**src/rtl/bcd_pkg.sv**
```systemverilog
// Shared BCD definitions for the packed-BCD counter: digit type, digit limits
// and the nibble validity check.
package bcd_pkg;

  localparam int BCD_W = 4;

  typedef logic [BCD_W-1:0] bcd_digit_t;

  localparam bcd_digit_t BCD_MAX = 4'd9;
  localparam bcd_digit_t BCD_MIN = 4'd0;

  function automatic logic is_bcd(input bcd_digit_t nibble);
    return nibble <= BCD_MAX;
  endfunction

endpackage

```
**src/rtl/bcd_digit.sv**
```systemverilog
// One BCD digit stepped up or down by one when step is high. ripple reports
// a carry (up) or borrow (down) into the next digit.
module bcd_digit
  import bcd_pkg::*;
(
  input  bcd_digit_t digit,
  input  logic       down,
  input  logic       step,
  output bcd_digit_t next_digit,
  output logic       ripple
);

  always_comb begin
    // NOTE: every output gets a default first so no path leaves it unassigned,
    // which would otherwise infer a latch.
    next_digit = digit;
    ripple     = 1'b0;
    if (step) begin
      if (!down) begin
        // Values above 9 are treated like 9: they roll to 0 and carry out.
        if (digit >= BCD_MAX) begin
          next_digit = BCD_MIN;
          ripple     = 1'b1;
        end else begin
          next_digit = digit + 4'd1;
        end
      end else begin
        if (!is_bcd(digit)) begin
          next_digit = BCD_MAX - 4'd1;
        end else if (digit == BCD_MIN) begin
          next_digit = BCD_MAX;
          ripple     = 1'b1;
        end else begin
          next_digit = digit - 4'd1;
        end
      end
    end
  end

endmodule

```
**src/rtl/bcd_counter.sv**
```systemverilog
// Registered N-digit packed-BCD up/down counter with clear, load, terminal
// count, carry pulse and sticky overflow. Define BCD_LOAD_CHECK_EN to reject
// loads containing non-BCD nibbles and pulse Invalid.
module bcd_counter
  import bcd_pkg::*;
#(
  parameter int DIGITS   = 3,
  parameter int SATURATE = 0
) (
  input  logic                  Clock,
  input  logic                  Reset_n,
  input  logic                  Clear,
  input  logic                  Load,
  input  logic [4*DIGITS-1:0]   LoadValue,
  input  logic                  Enable,
  input  logic                  Down,
  output logic [4*DIGITS-1:0]   Count,
  output logic                  Terminal,
  output logic                  Carry,
  output logic                  Overflow,
  output logic                  Invalid
);

  localparam int W   = BCD_W * DIGITS;
  localparam bit SAT = (SATURATE != 0);

  logic [W-1:0]    stepped;
  logic [DIGITS:0] ripple;
  logic            limit;
  logic            load_ok;

  assign ripple[0] = 1'b1;

  for (genvar i = 0; i < DIGITS; i++) begin : g_digit
    bcd_digit u_digit (
      .digit      (Count[i*BCD_W +: BCD_W]),
      .down       (Down),
      .step       (ripple[i]),
      .next_digit (stepped[i*BCD_W +: BCD_W]),
      .ripple     (ripple[i+1])
    );
  end

  // A ripple escaping the top digit is a wrap (or a blocked step when saturating).
  assign limit = ripple[DIGITS];

  assign Terminal = Down ? (Count == '0) : (Count == {DIGITS{BCD_MAX}});

`ifdef BCD_LOAD_CHECK_EN
  always_comb begin
    load_ok = 1'b1;
    for (int i = 0; i < DIGITS; i++) begin
      if (!is_bcd(LoadValue[i*BCD_W +: BCD_W])) load_ok = 1'b0;
    end
  end

  always_ff @(posedge Clock or negedge Reset_n) begin
    if (!Reset_n) Invalid <= 1'b0;
    else          Invalid <= !Clear && Load && !load_ok;
  end
`else
  assign load_ok = 1'b1;
  assign Invalid = 1'b0;
`endif

  always_ff @(posedge Clock or negedge Reset_n) begin
    // NOTE: registers use non-blocking assignment so every flop samples the
    // pre-edge values regardless of statement order.
    if (!Reset_n) begin
      Count    <= '0;
      Carry    <= 1'b0;
      Overflow <= 1'b0;
    end else begin
      Carry <= 1'b0;
      if (Clear) begin
        Count    <= '0;
        Overflow <= 1'b0;
      end else if (Load) begin
        if (load_ok) Count <= LoadValue;
      end else if (Enable) begin
        if (!(limit && SAT)) Count <= stepped;
        if (limit) begin
          Carry    <= 1'b1;
          Overflow <= 1'b1;
        end
      end
    end
  end

endmodule

```
**config.mk**
```make
export PLATFORM = sky130hd
export DESIGN_NAME = bcd_counter
export DESIGN_NICKNAME = d
export VERILOG_FILES = /design/src/rtl/bcd_pkg.sv /design/src/rtl/bcd_digit.sv /design/src/rtl/bcd_counter.sv
export SDC_FILE = /design/constraint.sdc
export NUM_CORES = 1
export LEC_CHECK = 0
export ABC_AREA = 1
export CAP_MARGIN = 30
export CELL_PAD_IN_SITES_DETAIL_PLACEMENT = 1
export CELL_PAD_IN_SITES_GLOBAL_PLACEMENT = 1
export CORE_ASPECT_RATIO = 0.5
export CORE_MARGIN = 2
export CORE_UTILIZATION = 31
export CTS_CLUSTER_SIZE = 24
export DETAILED_ROUTE_END_ITERATION = 6
export GPL_ROUTABILITY_DRIVEN = 0
export GPL_TIMING_DRIVEN = 1
export PLACE_DENSITY_LB_ADDON = 0.1
export SYNTH_ARGS = -nofsm -noshare
export SYNTH_HDL_FRONTEND = slang
export SYNTH_SLANG_ARGS = --single-unit
```
**constraint.sdc**
```tcl
create_clock -name Clock -period 1.5 [get_ports Clock]
set_clock_uncertainty 0.1 [all_clocks]
set_input_delay 0.225 -clock Clock [delete_from_list [all_inputs] [get_ports Clock]]
set_output_delay 0.225 -clock Clock [all_outputs]
set_load 0.02 [all_outputs]
```
# == Word-level counts from Yosys, hierarchy flattened ==
# Index checks and enable logic that the tools add are counted.
# classes
muxes,40
eq_ne,2
n_reduce_logical,12
addsub,6
magnitude_cmp,6
# ops
cell,n
4-bit 2-to-1 mux,14
12-bit 2-to-1 mux,3
1-bit 2-to-1 mux,23
4-bit by 1-bit adder with 4-bit output (second input constant),3
12-bit equality test (second input constant),1
4-bit greater-or-equal comparator (second input constant),3
4-bit less-or-equal comparator (second input constant),3
12-bit zero test,1
4-bit zero test,3
4-bit by 1-bit subtractor with 4-bit output (second input constant),3
3-bit nonzero test,3
2-bit AND reduction,2
2-bit nonzero test,2
3-bit AND reduction,1
2-bit != test (second input constant),1
# totals
output_inout_bits,16
ff_bits,14

# == Longest topological paths before layout ==
# Gate-level depths: netlist (run 1).
# logic_depth
word_depth,10
mapped_depth,12
mapped_depth_nobuf,12

# == Modules after synthesis ==
# A second synthesis (run 1) with hierarchy kept.
# unflattened
hier_cells,288
hier_area_um2,1850.5
# by_module_without_submodules
mod,cells_per_inst,area_each_um2,n_inst
bcd_counter,122,854.6,1
bcd_digit at g_digit[1].u_digit ...,56,351.6,2
bcd_digit at g_digit[0].u_digit,54,292.8,1

# == Worst setup path after synthesis (run 1) ==
# OpenSTA, ideal clock, no wires.
# synth_timing
path_kind,flip-flop to output port
startpoint,register Count[4]
endpoint,output port Terminal
setup_slack_ns,-0.439
t_arrival_ns,1.614
path_buffers,0
stages_incl_launch_ff,7
path_cell_list,dfrtp_1 > inv_1 > ha_1 > nand2_2 > nor2_2 > nand2_1 > o31ai_1
# synth_via
elab_chain_cells,2
elab_cells_between_ends,3
classes_between,eq/ne: 1; mux: 1; reduce/logical: 1
# synth_lines
element,line,text
from (decl),bcd_counter.sv:17,"output logic [4*DIGITS-1:0] Count,"
from (signal assigned),bcd_counter.sv:79,if (load_ok) Count <= LoadValue;
from (signal assigned),bcd_counter.sv:81,if (!(limit && SAT)) Count <= stepped;
12-bit equality test / 12-bit zero test (equally long branches),bcd_counter.sv:47,assign Terminal = Down ? (Count == '0) : (Count == {DIGITS{BCD_MAX}});
1-bit 2-to-1 mux *,bcd_counter.sv:47,
to (decl),bcd_counter.sv:18,"output logic Terminal,"
# Mark *: on every way between the ends. The rest lies on a longest branch, timed or not.

# == Worst setup path in the final report (run 1) ==
# Same ends and word-level chain as after synthesis.

==> impl_metrics.env, run 1 <==
export IMPL_grt_overflow=0
export IMPL_status="complete, but fails checks"
export IMPL_fin_crit_ns=1.892
export IMPL_io_buffers=32
export IMPL_fmax_mhz=528.5
export IMPL_hpwl_mm=4.586
export IMPL_grt_max_degree=15
export IMPL_startpoint_type="flip-flop"
export IMPL_synth_compound_area_share_pct=13.32
export IMPL_synth_top_family_by_area="simple AND/OR/NAND/NOR gates"
export IMPL_cp_num_buf_inv=2
export IMPL_core_area_mm2=0.004467
export IMPL_yosysTopAreaCell="dfrtp_1"
export IMPL_clock_sinks=14
export IMPL_synthCells=236
export IMPL_violations="setup timing"
export IMPL_drv_cap=0
export IMPL_seqCellArea_um2=361.6
export IMPL_worst_hold_slack_ns=0.1982
export IMPL_cts_buffers=3
export IMPL_syn_area_mm2=0.001456
export IMPL_total_power_mw=2.206
export IMPL_clk_path_buf_depth=2
export IMPL_cts_root_buf="clkbuf_8"
export IMPL_grt_pass1_vias=2144
export IMPL_finalCritPeriodShare_pct=126.1
export IMPL_arrival_ns=1.57
export IMPL_via_count=2070
export IMPL_critPathTopFamily="flip-flops"
export IMPL_ys_seq_elements=14
export IMPL_synth_warnings=0
export IMPL_seq_area_frac_synth_pct=24.05
export IMPL_drive_gt1_share_pct=45.43
export IMPL_worstSkewPairLatency_ns=0.25
export IMPL_rows=17
export IMPL_area_growth_pct=83.42
export IMPL_antenna_found_initial=0
export IMPL_drc=0
export IMPL_r2r_end="Count[5]"
export IMPL_track_usage_pct=26.49
export IMPL_endpoint="Terminal"
export IMPL_cts_tree="done"
export IMPL_r2r_cells=10
export IMPL_worst_path_stages=7
export IMPL_drtIter0Drc=70
export IMPL_ant_nets=0
export IMPL_routed_wl_mm=7.581
export IMPL_dieArea_mm2=0.005296
export IMPL_power_density_mw_per_mm2=825.8
export IMPL_critPathKind="reg -> out"
export IMPL_synth_xor_area_share_pct=2.405
export IMPL_synth_top_area_share_pct=24.05
export IMPL_antennaDiodeCount=0
export IMPL_nets=357
export IMPL_worst_slack_ns=-0.3920
export IMPL_ios=34
export IMPL_start_util_pct=32.61
export IMPL_crit_path_max_incr_delay_ns=0.42
export IMPL_wl_per_cell_um=19.69
export IMPL_worstReg2RegStart="Count[4]"
export IMPL_clk_pin_slew_worst_paths_ns=0.07
export IMPL_ys_types=30
export IMPL_hold_violations=0
export IMPL_drt_pass1_iterations=4
export IMPL_leakagePower_nw=1.324
export IMPL_synthSimpleGateAreaFrac_pct=40.03
export IMPL_viasPerCell=5.377
export IMPL_synth_area_per_cell_um2=6.171
export IMPL_crit_path_top_delay_cell="dfrtp_2"
export IMPL_min_path_type="in -> async"
export IMPL_finalSetupViolCount=15
export IMPL_grt_pass1_wl_mm=10.43
export IMPL_synthAdderAreaFrac_pct=8.591
export IMPL_fillCellCount=573
export IMPL_multiInputGateArea_mm2=0.001246
export IMPL_endpoint_kind="output port"
export IMPL_die_width_um=100.9
export IMPL_crit_start="Count[4]"
export IMPL_synth_area_leaders="dfrtp_1 (24%), nand2_1 (19%), nand3_1 (9.3%)"
export IMPL_path_max_fanout=4
export IMPL_cp_required_ns=1.17
export IMPL_rsz0062_at_grt="yes"
export IMPL_syn_num_nets=264
export IMPL_fp_dieH_um=52.47
export IMPL_muxShareOfSynthArea_pct=0
export IMPL_path_cells="buf_4 -> ha_2 -> nand3_4 -> nor2_4 -> nand3_2 -> o31ai_4 -> buf_6"
export IMPL_drv_slew=0
export IMPL_h_tree_depth=1
export IMPL_r2r_slack_ns=-0.32
export IMPL_ir_drop_mv=0.3167
==> metal layers <==
| layer | track usage, % | wire (um) | up-vias | share of wire (%) |
|---|---|---|---|---|
| met5 | 0 | 0 | - | 0 |
| met4 | 8.333 | 280 | 0 | 3.7 |
| met3 | 4.533 | 472 | 28 | 6.2 |
| met2 | 51.33 | 3785 | 86 | 50 |
| met1 | 30.19 | 3043 | 1022 | 40 |
| li1 | - | - | 934 | - |
==> power breakdown <==
group	switching, mW	internal, mW
clock	0.153	0.188
combinational	0.770	0.615
sequential	0.0565	0.423
total	0.979	1.23
==> how the worst min path moves through the flow <==
stage | from | end | slack, ns | depth (start not counted)
after global placement | Overflow | Overflow | 0.38 | 2
final | Reset_n | Count[4] | 0.20 | 2
after detailed placement | Overflow | Overflow | 0.39 | 2
after CTS | Reset_n | Count[6] | 0.19 | 2
after global routing | Reset_n | Count[4] | 0.21 | 2
after floorplan | Reset_n | Carry | -0.17 | 0
==> synth_stat cells <==
cell type	n
a211oi_1	1
a21oi_1	5
a22oi_1	1
a31oi_1	1
a31oi_4	1
buf_1	1
buf_2	2
buf_4	2
buf_6	1
clkbuf_1	1
clkbuf_2	1
clkinv_1	1
conb_1	1
dfrtp_1	14
ha_1	10
inv_1	25
inv_2	5
nand2_1	75
nand2_2	3
nand3_1	27
nand3_2	4
nand4_1	2
nor2_1	22
nor2_2	2
o21ai_0	16
o21ai_1	6
o21ai_2	1
o31ai_1	1
xnor2_1	1
xor2_1	3
==> registers in the layout, indices dropped and copies added, names as in the netlist <==
signal / cells
Count: 12
Carry: 1
Overflow: 1
==> worst register-to-register path, delay by kind of cell, from the launching register on <==
family	cells	cell delay, ns
flip-flops	1	0.45
adder cells (fa/ha/maj)	1	0.19
buffers and inverters	1	0.15
AND/OR/NAND/NOR	7	0.75
AO/OA/AOI/OAI	1	0.08
==> logic make-up (layout without fill, tap and decap cells) <==
kind of cell | count (synthesis) | count (layout)
and+or+nand+nor | 135 | 135
buffers and inverters | 39 | 131
AOI/OAI and AO/OA | 33 | 33
DFF | 14 | 14
adders and majority gates | 10 | 10
xor gates and xnor gates | 4 | 4
other | 1 | 1
==> area by class of cell <==
cell class / instances / area share, %
multi-input cells: 183 / 46.65
flip-flops and latches: 14 / 13.54
clock buffers: 4 / 1.686
repair buffers: 96 / 31.01
well taps: 57 / 2.670
inverters: 31 / 4.450
==> timing repair <==
item / CTS / global route
hold endpoints to repair: 0 / 0
setup endpoints to repair: 28 / 21
hold buffers: 0 / 0
resized for setup: 64 / 44
pin swaps: 18 / 20
setup buffers: 8 / 5
==> layout by cell type, fill, tap and decap left out, types with 6 or more instances in the layout <==
cell,synthesis,layout
nand3_1,27,22
nand3_2,4,6
o21ai_0,16,10
o21ai_1,6,6
nor2_1,22,15
nand2_4,0,10
nor2_4,0,6
dfrtp_2,0,9
nand2_1,75,60
nand2_2,3,7
clkdlybuf4s50_1,0,17
inv_1,25,18
buf_4,2,56
buf_6,1,8
inv_2,5,11
==> through the flow <==
stage	util, %	TNS, ns	instance area, um2	setup slack, ns	cells
global route	59.80	-4.970	2671	-0.4515	385
finish	59.80	-4.113	2671	-0.3920	385
CTS	55.88	-3.304	2496	-0.3317	381
detailed placement	50.90	-5.460	2273	-0.5915	369
floorplan	-	-0.4557	1528	-0.09686	236
global placement	50.90	-4.735	2273	-0.5219	369
(Power assumes the default switching activity.)
==> run 2, diff against run 1 <==
--- a/config.mk
+++ b/config.mk
@@ -16,7 +16,7 @@
 export DETAILED_ROUTE_END_ITERATION = 6
 export GPL_ROUTABILITY_DRIVEN = 0
 export GPL_TIMING_DRIVEN = 1
-export PLACE_DENSITY_LB_ADDON = 0.1
+export PLACE_DENSITY = 0.8
 export SYNTH_ARGS = -nofsm -noshare
 export SYNTH_HDL_FRONTEND = slang
 export SYNTH_SLANG_ARGS = --single-unit
==> impl_metrics.env, run 2 (synthesis results as in run 1) <==
export IMPL_power_density_mw_per_mm2=862.8
export IMPL_drv_cap=0
export IMPL_antennaDiodeCount=0
export IMPL_status="complete, but fails checks"
export IMPL_arrival_ns=1.97
export IMPL_fin_area_mm2=0.002618
export IMPL_grt_pass1_vias=2167
export IMPL_grt_pass1_wl_mm=11.28
export IMPL_placedCellCount=370
export IMPL_startpoint_type="flip-flop"
export IMPL_mostFrequentLayoutCell="nand2_1"
export IMPL_leakagePower_nw=1.281
export IMPL_total_power_mw=2.258
export IMPL_fp_dieH_um=52.47
export IMPL_clock_sinks=14
export IMPL_endpoint_kind="flip-flop"
export IMPL_fin_crit_ns=1.929
export IMPL_dieArea_mm2=0.005296
export IMPL_area_growth_pct=79.73
export IMPL_core_area_mm2=0.004467
export IMPL_clk_path_buf_depth=2
export IMPL_viasPerCell=5.431
export IMPL_nets=355
export IMPL_rows=17
export IMPL_hold_violations=0
export IMPL_largest_reg_flops=12
export IMPL_hpwl_mm=4.825
export IMPL_finalSetupViolCount=15
export IMPL_clk_pin_slew_worst_paths_ns=0.07
export IMPL_path_cells="buf_4 -> ha_2 -> nand3_2 -> buf_4 -> nand3_1 -> nand2_1 -> nand2_1 -> nand3_2 -> nand2_1 -> nand2_1 -> o21ai_2"
export IMPL_wl_per_cell_um=21.48
export IMPL_min_path_type="in -> async"
export IMPL_drtIter0Drc=236
export IMPL_drive_gt1_share_pct=44.48
export IMPL_rsz0062_at_grt="yes"
export IMPL_worst_hold_slack_ns=0.1945
export IMPL_ir_drop_mv=0.3216
export IMPL_cp_num_buf_inv=2
export IMPL_ios=34
export IMPL_utilization_pct=58.60
export IMPL_layout_common_cells="nand2_1 (65), buf_4 (56), nand3_1 (21)"
export IMPL_h_tree_depth=1
export IMPL_drc=0
export IMPL_grt_max_degree=15
export IMPL_instances_no_fill=383
export IMPL_drt_pass1_iterations=4
export IMPL_finalCritPeriodShare_pct=128.6
export IMPL_crit_path_max_incr_delay_ns=0.44
export IMPL_fmax_mhz=518.4
export IMPL_start_util_pct=32.61
export IMPL_cts_buffers=3
export IMPL_critPathKind="reg -> reg"
export IMPL_cts_tree="done"
export IMPL_worst_slack_ns=-0.4289
export IMPL_path_max_fanout=3
export IMPL_via_count=2080
export IMPL_grt_overflow=0
export IMPL_io_buffers=32
export IMPL_track_usage_pct=28.55
export IMPL_crit_path_top_delay_cell="dfrtp_2"
export IMPL_postCtsHoldBufs=0
export IMPL_setup_tns_ns=-4.862
export IMPL_die_width_um=100.9
export IMPL_ant_nets=0
export IMPL_antenna_found_initial=0
export IMPL_worstSkewPairLatency_ns=0.26
export IMPL_violations="setup timing"
export IMPL_top_regs="Count (12), Carry (1), Overflow (1)"
export IMPL_cpMostUsedCell="nand2_1"
export IMPL_cp_required_ns=1.54
export IMPL_routed_wl_mm=8.228
export IMPL_cts_root_buf="clkbuf_8"
export IMPL_regMostFlops="Count"
export IMPL_dpl_instance_area_mm2=0.002281
export IMPL_post_place_ws_ns=-0.6322
export IMPL_drv_slew=0
export IMPL_critPathTopFamily="simple AND/OR/NAND/NOR gates"
## run 2: cell types whose count changed in the layout (fill, tap and decap cells not counted), sizes merged
cell           before  now
dlymetal6s2s        1    0
buf                67   63
clkdlybuf4s15       6    5
clkdlybuf4s50      17   16
dlygate4sd2         5    7
clkbuf              4    7
## run 2: power breakdown
group,internal [mW],switching [mW],leakage (nW)
Combinational,0.590,0.791,1.08
Sequential,0.424,0.0564,0.171
Clock,0.233,0.164,0.0288
## run 2: path summary, 6_finish.rpt
check	from	endpoint	slack (ns)	cells past startpoint
setup / recovery	Count[4]	Count[5]	-0.43	11
hold / removal	Reset_n	Count[6]	0.19	2
setup reg to reg	Count[4]	Count[5]	-0.43	11
hold reg to reg	Overflow	Overflow	0.43	2
max in group asynchronous	Reset_n	Count[10]	0.89	2
min in group Clock	Overflow	Overflow	0.43	2
## run 2: layout make-up
| class | count | area, um2 |
|---|---|---|
| Fill cell | 567 | 1849 |
| Tap cell | 57 | 71.32 |
| Multi-Input combinational cell | 183 | 1209 |
| Sequential cell | 14 | 361.6 |
| Clock buffer | 4 | 55.05 |
| Timing Repair Buffer | 94 | 797.0 |
| Inverter | 31 | 123.9 |
## run 2: layer usage
layer	wire length [um]	GRT usage [%]	vias to the layer above
met4	263	6.982	0
met5	0	0	-
li1	-	-	928
met1	3510	36.25	1008
met2	3806	51.22	116
met3	648	4.800	28
## run 2: repair_timing
action | 4_1_cts | 5_1_grt
resized for setup | 53 | 45
setup endpoints to repair | 29 | 22
pin swaps | 8 | 12
setup buffers | 6 | 3
hold endpoints to repair | 0 | 0
==> run 3, diff against run 2 <==
--- a/config.mk
+++ b/config.mk
@@ -11,12 +11,12 @@
 export CELL_PAD_IN_SITES_GLOBAL_PLACEMENT = 1
 export CORE_ASPECT_RATIO = 0.5
 export CORE_MARGIN = 2
-export CORE_UTILIZATION = 31
+export CORE_UTILIZATION = 34
 export CTS_CLUSTER_SIZE = 24
 export DETAILED_ROUTE_END_ITERATION = 6
 export GPL_ROUTABILITY_DRIVEN = 0
 export GPL_TIMING_DRIVEN = 1
-export PLACE_DENSITY = 0.8
+export PLACE_DENSITY = 0.83
 export SYNTH_ARGS = -nofsm -noshare
 export SYNTH_HDL_FRONTEND = slang
 export SYNTH_SLANG_ARGS = --single-unit
==> constraint.sdc (replaced) <==
create_clock -name Clock -period 2.2 [get_ports Clock]
set_clock_uncertainty 0.1 [all_clocks]
set_input_delay 0.33 -clock Clock [delete_from_list [all_inputs] [get_ports Clock]]
set_output_delay 0.33 -clock Clock [all_outputs]
set_load 0.02 [all_outputs]
==> impl_metrics.env, run 3 (synthesis results as in run 1) <==
export IMPL_path_max_fanout=3
export IMPL_clk_path_buf_depth=2
export IMPL_via_count=1724
export IMPL_finalSetupViolCount=0
export IMPL_drtIter0Drc=39
export IMPL_placedCellCount=341
export IMPL_cts_root_buf="clkbuf_8"
export IMPL_postCtsHoldBufs=0
export IMPL_post_cts_setup_buffers=0
export IMPL_track_usage_pct=23.46
export IMPL_hold_violations=0
export IMPL_fin_crit_ns=2.066
export IMPL_endpoint_kind="output port"
export IMPL_fmax_mhz=484.1
export IMPL_core_area_mm2=0.004004
export IMPL_setup_tns_ns=0
export IMPL_r2r_end="Count[10]"
export IMPL_io_buffers=32
export IMPL_area_growth_pct=39.86
export IMPL_finalCritPeriodShare_pct=93.90
export IMPL_grt_pass1_wl_mm=8.728
export IMPL_worst_hold_slack_ns=0.4230
export IMPL_grt_pass1_vias=1835
export IMPL_ant_nets=0
export IMPL_min_path_type="in -> async"
export IMPL_cp_num_buf_inv=2
export IMPL_crit_path_max_incr_delay_ns=0.40
export IMPL_instances_no_fill=344
export IMPL_drt_pass1_iterations=4
export IMPL_regMostFlops="Count"
export IMPL_leakagePower_nw=1.042
export IMPL_mostFrequentLayoutCell="nand2_1"
export IMPL_clock_sinks=14
export IMPL_status="finished clean"
export IMPL_r2r_cells=13
export IMPL_startpoint_type="flip-flop"
export IMPL_dieArea_mm2=0.004855
export IMPL_start_util_pct=36.38
export IMPL_critPathTopFamily="flip-flops"
export IMPL_critPathKind="reg -> out"
export IMPL_rsz0062_at_grt="no"
export IMPL_hpwl_mm=4.197
export IMPL_worstSkewPairLatency_ns=0.25
export IMPL_drv_cap=0
export IMPL_grt_max_degree=15
export IMPL_top_regs="Count (12), Carry (1), Overflow (1)"
export IMPL_arrival_ns=1.64
export IMPL_post_place_ws_ns=-0.02338
export IMPL_fillCellCount=564
export IMPL_wl_per_cell_um=15.18
export IMPL_worst_slack_ns=0.1342
export IMPL_worstReg2RegStart="Count[8]"
export IMPL_cp_required_ns=1.77
export IMPL_grt_overflow=0
export IMPL_path_cells="inv_1 -> ha_1 -> nand2_2 -> nor2_2 -> nand2_1 -> o31ai_1 -> buf_2"
export IMPL_relSlewSlack_pct=49.25
export IMPL_worstMarginPinSlew_ns=0.7588
export IMPL_ios=34
export IMPL_ir_drop_mv=0.2692
export IMPL_drive_gt1_share_pct=16.55
export IMPL_h_tree_depth=1
export IMPL_viasPerCell=5.012
export IMPL_routed_wl_mm=5.221
export IMPL_fp_dieH_um=50.28
export IMPL_utilization_pct=50.88
export IMPL_drc=0
export IMPL_cts_buffers=3
export IMPL_largest_reg_flops=12
export IMPL_drv_slew=0
export IMPL_clk_pin_slew_worst_paths_ns=0.06
export IMPL_antennaDiodeCount=0
export IMPL_antenna_found_initial=0
export IMPL_nets=320
export IMPL_die_width_um=96.56
export IMPL_r2r_slack_ns=0.25
export IMPL_layout_common_cells="nand2_1 (75), clkdlybuf4s50_1 (31), nand3_1 (27), buf_4 (27), inv_1 (25)"
export IMPL_power_density_mw_per_mm2=572.4
export IMPL_cts_tree="done"
export IMPL_rows=16
export IMPL_crit_path_top_delay_cell="dfrtp_1"
run 3: cell types whose count changed in the layout (fill, tap and decap cells not counted), moves of 5 or more:
cell             change
inv_1                +7
ha_1                 +6
nand3_1              +6
o21ai_2              -5
buf_4               -29
nand2_2              -5
dfrtp_2              -9
clkdlybuf4s50_1     +15
dfrtp_1              +9
dlygate4sd2_1        -7
nand2_1             +10
o21ai_0              +7
buf_6                -6
nor2_1               +6
run 3: worst max path at each step:
stage	startpoint	endpoint	slack (ns)	cells after the start
2_1_floorplan	Count[4]	Terminal	0.16	6
3_3_place_gp	Down	Terminal	-0.02	4
3_5_place_dp	Count[5]	Terminal	-0.02	7
4_1_cts	Count[5]	Terminal	0.03	7
5_1_grt	Count[5]	Terminal	0.05	8
6_report	Count[5]	Terminal	0.13	7
run 3: final cells by class:
cell class,instances,area (um2),share of cell area [%]
clock buffer,3,41.29,2.027
inverter,31,116.4,5.713
multi-input combinational,183,943.4,46.31
sequential,14,350.3,17.20
tap,54,67.56,3.317
timing repair buffer,59,518.0,25.43
run 3: power by group:
part / switching, mW / total (mW) / internal (mW)
sequential: 0.0326 / 0.317 / 0.285
combinational: 0.354 / 0.621 / 0.267
clock: 0.106 / 0.227 / 0.122
run 3: timing repair:
| item | CTS | global route |
|---|---|---|
| endpoints found under the setup margin | 1 | 1 |
| endpoints found under the hold margin | 0 | 0 |
| gates resized for setup | 4 | 2 |
| pin swaps | 0 | 0 |
run 3: layer usage:
metal,vias up,GRT usage (%),share of wire [%]
met1,841,27.83,48
met4,0,6.808,0.98
met5,-,0,0
met3,6,4.955,1.7
met2,19,42.71,49
li1,858,-,-
run 3: per-stage QoR:
| step | cell area (um2) | power, mW |
|---|---|---|
| floorplan | 1456 | 0.6573 |
| global placement | 1998 | 0.9079 |
| detailed placement | 1998 | 0.9383 |
| CTS | 2041 | 1.169 |
| global route | 2037 | 1.255 |
| finish | 2037 | 1.166 |
